**src/rtl/dmem_ctrl.sv**
```systemverilog
// Data-memory controller: turns memory-stage load/store requests into a registered
// req/ack handshake, stalls the pipeline while the access is outstanding, and aborts on timeout.
module dmem_ctrl #(
  parameter int unsigned TIMEOUT = 15
) (
  input  logic        clk,
  input  logic        reset,
  input  logic        MemReadM,
  input  logic        MemWriteM,
  input  logic        ByteM,
  input  logic [31:0] ALUOutM,
  input  logic [31:0] WriteDataM,
  output logic [31:0] ReadDataM,
  output logic        Enable,
  output logic        mem_req,
  output logic        mem_we,
  output logic [31:0] mem_addr,
  output logic [3:0]  mem_be,
  output logic [31:0] mem_wdata,
  input  logic        mem_ack,
  input  logic [31:0] mem_rdata,
  output logic        AlignErr,
  output logic        TimeoutErr
);

  typedef enum logic [1:0] {StIdle, StReq, StDone} state_e;

  // Abort fires in the REQ cycle whose increment would make the counter reach TIMEOUT.
  localparam logic [4:0] TimeoutLast = 5'(TIMEOUT - 1);

  state_e      state_q, state_d;
  logic        mem_req_q, mem_req_d;
  logic        mem_we_q, mem_we_d;
  logic [31:0] mem_addr_q, mem_addr_d;
  logic [3:0]  mem_be_q, mem_be_d;
  logic [31:0] mem_wdata_q, mem_wdata_d;
  logic        byte_q, byte_d;
  logic [1:0]  lane_q, lane_d;
  logic [31:0] rdata_q, rdata_d;
  logic        align_err_q, align_err_d;
  logic        timeout_err_q, timeout_err_d;
  logic [4:0]  cnt_q, cnt_d;
  logic        enable;
  logic [31:0] rdata_shifted;

  assign rdata_shifted = mem_rdata >> {lane_q, 3'b000};

  always_comb begin
    state_d       = state_q;
    mem_req_d     = mem_req_q;
    mem_we_d      = mem_we_q;
    mem_addr_d    = mem_addr_q;
    mem_be_d      = mem_be_q;
    mem_wdata_d   = mem_wdata_q;
    byte_d        = byte_q;
    lane_d        = lane_q;
    rdata_d       = rdata_q;
    align_err_d   = align_err_q;
    timeout_err_d = timeout_err_q;
    cnt_d         = cnt_q;
    enable        = 1'b0;

    case (state_q)
      StIdle: begin
        enable = ~(MemReadM | MemWriteM);
        if (MemReadM | MemWriteM) begin
          state_d     = StReq;
          mem_req_d   = 1'b1;
          mem_we_d    = MemWriteM;
          mem_addr_d  = {ALUOutM[31:2], 2'b00};
          mem_be_d    = ByteM ? (4'b0001 << ALUOutM[1:0]) : 4'b1111;
          mem_wdata_d = ByteM ? {4{WriteDataM[7:0]}} : WriteDataM;
          byte_d      = ByteM;
          lane_d      = ALUOutM[1:0];
          cnt_d       = 5'd0;
          if (!ByteM && (ALUOutM[1:0] != 2'b00)) begin
            align_err_d = 1'b1;
          end
        end
      end
      StReq: begin
        // Ack wins over a timeout reached in the same cycle.
        if (mem_ack) begin
          state_d   = StDone;
          mem_req_d = 1'b0;
          if (!mem_we_q) begin
            rdata_d = byte_q ? {24'd0, rdata_shifted[7:0]} : mem_rdata;
          end
        end else if (cnt_q == TimeoutLast) begin
          state_d       = StDone;
          mem_req_d     = 1'b0;
          timeout_err_d = 1'b1;
          if (!mem_we_q) begin
            rdata_d = 32'hDEADBEEF;
          end
        end else begin
          cnt_d = cnt_q + 5'd1;
        end
      end
      StDone: begin
        enable  = 1'b1;
        state_d = StIdle;
      end
      default: begin
        state_d = StIdle;
      end
    endcase
  end

  always_ff @(posedge clk or posedge reset) begin
    if (reset) begin
      state_q       <= StIdle;
      mem_req_q     <= 1'b0;
      mem_we_q      <= 1'b0;
      mem_addr_q    <= 32'd0;
      mem_be_q      <= 4'd0;
      mem_wdata_q   <= 32'd0;
      byte_q        <= 1'b0;
      lane_q        <= 2'd0;
      rdata_q       <= 32'd0;
      align_err_q   <= 1'b0;
      timeout_err_q <= 1'b0;
      cnt_q         <= 5'd0;
    end else begin
      state_q       <= state_d;
      mem_req_q     <= mem_req_d;
      mem_we_q      <= mem_we_d;
      mem_addr_q    <= mem_addr_d;
      mem_be_q      <= mem_be_d;
      mem_wdata_q   <= mem_wdata_d;
      byte_q        <= byte_d;
      lane_q        <= lane_d;
      rdata_q       <= rdata_d;
      align_err_q   <= align_err_d;
      timeout_err_q <= timeout_err_d;
      cnt_q         <= cnt_d;
    end
  end

  assign Enable     = enable;
  assign mem_req    = mem_req_q;
  assign mem_we     = mem_we_q;
  assign mem_addr   = mem_addr_q;
  assign mem_be     = mem_be_q;
  assign mem_wdata  = mem_wdata_q;
  assign ReadDataM  = rdata_q;
  assign AlignErr   = align_err_q;
  assign TimeoutErr = timeout_err_q;

endmodule

```
**config.mk**
```make
export PLATFORM = sky130hd
export DESIGN_NAME = dmem_ctrl
export DESIGN_NICKNAME = d
export VERILOG_FILES = /design/src/rtl/dmem_ctrl.sv
export SDC_FILE = /design/constraint.sdc
export NUM_CORES = 1
export LEC_CHECK = 0
export BUFFER_PORTS_ARGS = -buffer_cell sky130_fd_sc_hd__buf_2
export CORE_ASPECT_RATIO = 0.75
export CORE_UTILIZATION = 45
export DETAILED_ROUTE_END_ITERATION = 8
export MAX_ROUTING_LAYER = met4
export PLACE_DENSITY = 0.76
export SKIP_LAST_GASP = 1
export SLEW_MARGIN = 20
export SYNTH_ARGS = -nofsm -noshare
export SYNTH_HDL_FRONTEND = slang
export SYNTH_SLANG_ARGS = --single-unit
```
**constraint.sdc**
```tcl
create_clock -name clk -period 4.15 [get_ports clk]
set_clock_uncertainty 0.05 [all_clocks]
set_input_delay 0 -clock clk [delete_from_list [all_inputs] [get_ports clk]]
set_output_delay 0 -clock clk [all_outputs]
set_load 0.005 [all_outputs]
```
==> results_dict.tcl <==
set metrics [dict create \
    num_vias 4198 \
    routed_wl_microns 13600 \
    num_antenna_cells 0 \
    rows 32 \
    cts_setup_buffers 0 \
    cts-resized-gates 0 \
    synth_area_leaders "dfrtp_1 (57%), mux2_2 (16%), o21ai_0 (3.1%)" \
    synth_edf_count 0 \
    synth_top_family_by_area "multiplexers" \
    async_flop_share_pct 100 \
    synth_top_area_share_pct 56.5 \
    critical_path_class "reg -> reg" \
    required_ns 4.33 \
    drtPass1Iterations 4 \
    die_area_sq_um 11500 \
    fp.dieW_microns 123 \
    cts_sinks 112 \
    yosys-top-cells-count "dfrtp_1 (112), mux2_2 (71), inv_1 (38)" \
    clk_latency_ns 0.34 \
    crit_chain "o21bai_1, nor2_4, buf_4, mux2_2" \
    max_freq_mhz 441 \
    netlist_area_sq_um 4960 \
    worst_slack_ns 1.88 \
    synthMuxAreaShare_pct 19.1 \
    synth_xor_area_share_pct 0 \
    finalCritPeriodShare_pct 54.6 \
    layout-drive-gt1-share_pct 43.8 \
    nets 781 \
    p_per_area_nw_per_um2 668 \
    place_ws_ns 1.92 \
    relSlewSlack_pct 31.2 \
    vias_per_cell 5.13 \
    power.total_w 0.00480 \
    start_util_pct 47.3 \
    final-setup-viol-count 0 \
    clk_path_buf_depth 2 \
    synth-simple-area-share_pct 6.53 \
    yosysWarningCount 0 \
    ant_nets 0 \
    cp_top_family "buffers and inverters" \
    grt_max_degree 73 \
    synth_compound_area_share_pct 12.0 \
    synthFlopType "dfrtp_1" \
    vdd_drop_max_uv 362 \
    synthMostInstantiatedCell "dfrtp_1" \
    drtIter0Drc 150 \
    antenna_found_initial 0 \
    gp_congestion 0.822 \
    cts_root_buf "clkbuf_16" \
    wl_per_cell_microns 16.6 \
    rsz0062_at_grt "false" \
    placement.io_buffers 204 \
    tightest_slew_ns 1.03 \
    path_clk_slew_ns 0.07 \
    hold_class "in -> reg" \
    maxSlewViolCount 0 \
    dp_hpwl_microns 8760 \
    grt-ovfl-total 0 \
    cp-start-kind "flip-flop" \
    cp_max_fo 70 \
    drc 0 \
    synthCells 404 \
    setup_tns_ns 0 \
    end_kind "flip-flop" \
    cp.buffers_inverters 1 \
    cts_tree "built" \
    cp.arrival_ns 2.44 \
    synth_seq_cells 112 \
    seq_area_frac_synth_pct 56.5 \
    ios 207 \
    yosys.area.top_type "dfrtp_1" \
    cts_buffers 9 \
    synthAdderAreaFrac_pct 0.505 \
    cts.htree.levels 3 \
    slowest_stage "buf_4" \
    slowest_delay_ns 0.70 \
    run_status "completed" \
    grt_pass1_vias 4337 \
    coreArea_sq_um 10500 \
    grt_pass1_wl_microns 21700 \
    cap_violations 0 \
    p_leak_nw 3.48 \
    synthToLayoutAreaGrowth_pct 45.0 \
    fin_crit_ns 2.27 \
    grt_usage_pct 25.5 \
    final_hold_viol_count 0 \
    syn_avg_cell_area_sq_um 12.3 \
    synth.distinct_cells 40 \
    die_h_microns 92.9 \
]
-- worst reg2reg max path, cell delays in order (launching register included) --
cell,delay [ns]
dfrtp_1,0.45
o21bai_1,0.27
nor2_4,0.20
buf_4,0.70
mux2_2,0.49
-- per-stage QoR --
stage / utilization [%] / instance area, sq um / std cells / hold WS (ns)
global route: 68.5 / 7190 / 818 / 0.00904
finish: 68.5 / 7190 / 818 / 0.00663
CTS: 68.5 / 7180 / 818 / 0.00267
global placement: 57.9 / 6070 / 724 / 0.181
detailed placement: 57.9 / 6070 / 724 / 0.189
floorplan: - / 4960 / 405 / 0.0826
-- report_power, final --
group | leakage (nW) | internal (W) | total [W] | switching [W]
Sequential | 1.32 | 0.00161 | 0.00200 | 0.000385
Combinational | 2.01 | 0.00107 | 0.00186 | 0.000789
Clock | 0.155 | 0.000548 | 0.000946 | 0.000398
Total | 3.48 | 0.00323 | 0.00480 | 0.00157
-- registers in the layout (all words and copies together) (netlist names), 2 cells and up --
signal	cells
mem_addr	30
state_q	2
lane_q	2
cnt_q	5
ReadDataM	32
mem_be	4
mem_wdata	32
-- per-layer routing --
metal,vias up,routed length (microns),track usage [%]
li1,1970,-,-
met1,2044,5740,30.7
met2,163,6590,41.5
met3,21,1020,7.57
met4,0,219,7.53
met5,-,0,-
-- area by class of cell --
type,instances,area [sq um]
Timing Repair Buffer,285,1820
Inverter,38,145
Multi-Input combinational cell,231,1920
Clock inverter,6,92.6
Sequential cell,112,2800
Tap cell,136,170
Fill cell,769,3300
Clock buffer,10,239
-- worst paths after layout --
path	from	end	slack, ns	depth (start not counted)
max	state_q[1]$_DFFE_PP0P_	mem_addr[26]$_DFFE_PP0P_	1.88	4
min	WriteDataM[24]	mem_wdata[24]$_DFFE_PP0P_	0.007	4
max reg2reg	state_q[1]$_DFFE_PP0P_	mem_addr[26]$_DFFE_PP0P_	1.88	4
min reg2reg	AlignErr$_DFFE_PP0P_	AlignErr$_DFFE_PP0P_	0.41	1
max in group asynchronous	reset	mem_be[1]$_DFFE_PP0P_	2.63	4
min in group asynchronous	reset	mem_addr[22]$_DFFE_PP0P_	0.35	3
-- kinds of logic after synthesis --
family	count (synthesis)
AND/OR/NAND/NOR	56
adder cells (fa/ha/maj)	2
other	1
buffers and inverters	62
multiplexers	86
AO/OA/AOI/OAI	85
flip-flops	112
-- placed cells by master (no fill, tap or decap), types with 15 or more instances in the layout --
cell type and count:
buf_2 204, dfrtp_1 112, dlygate4sd3_1 78, inv_1 37
mux2_2 71, mux2i_1 15, nor2b_1 19, o21ai_0 31
o22a_1 17
-- what timing repair did --
action / in CTS / in global routing
hold buffers: 78 / 0
endpoints found under the setup margin: 0 / 0
endpoints found under the hold margin: 153 / 0
(Power assumes the default switching activity.)
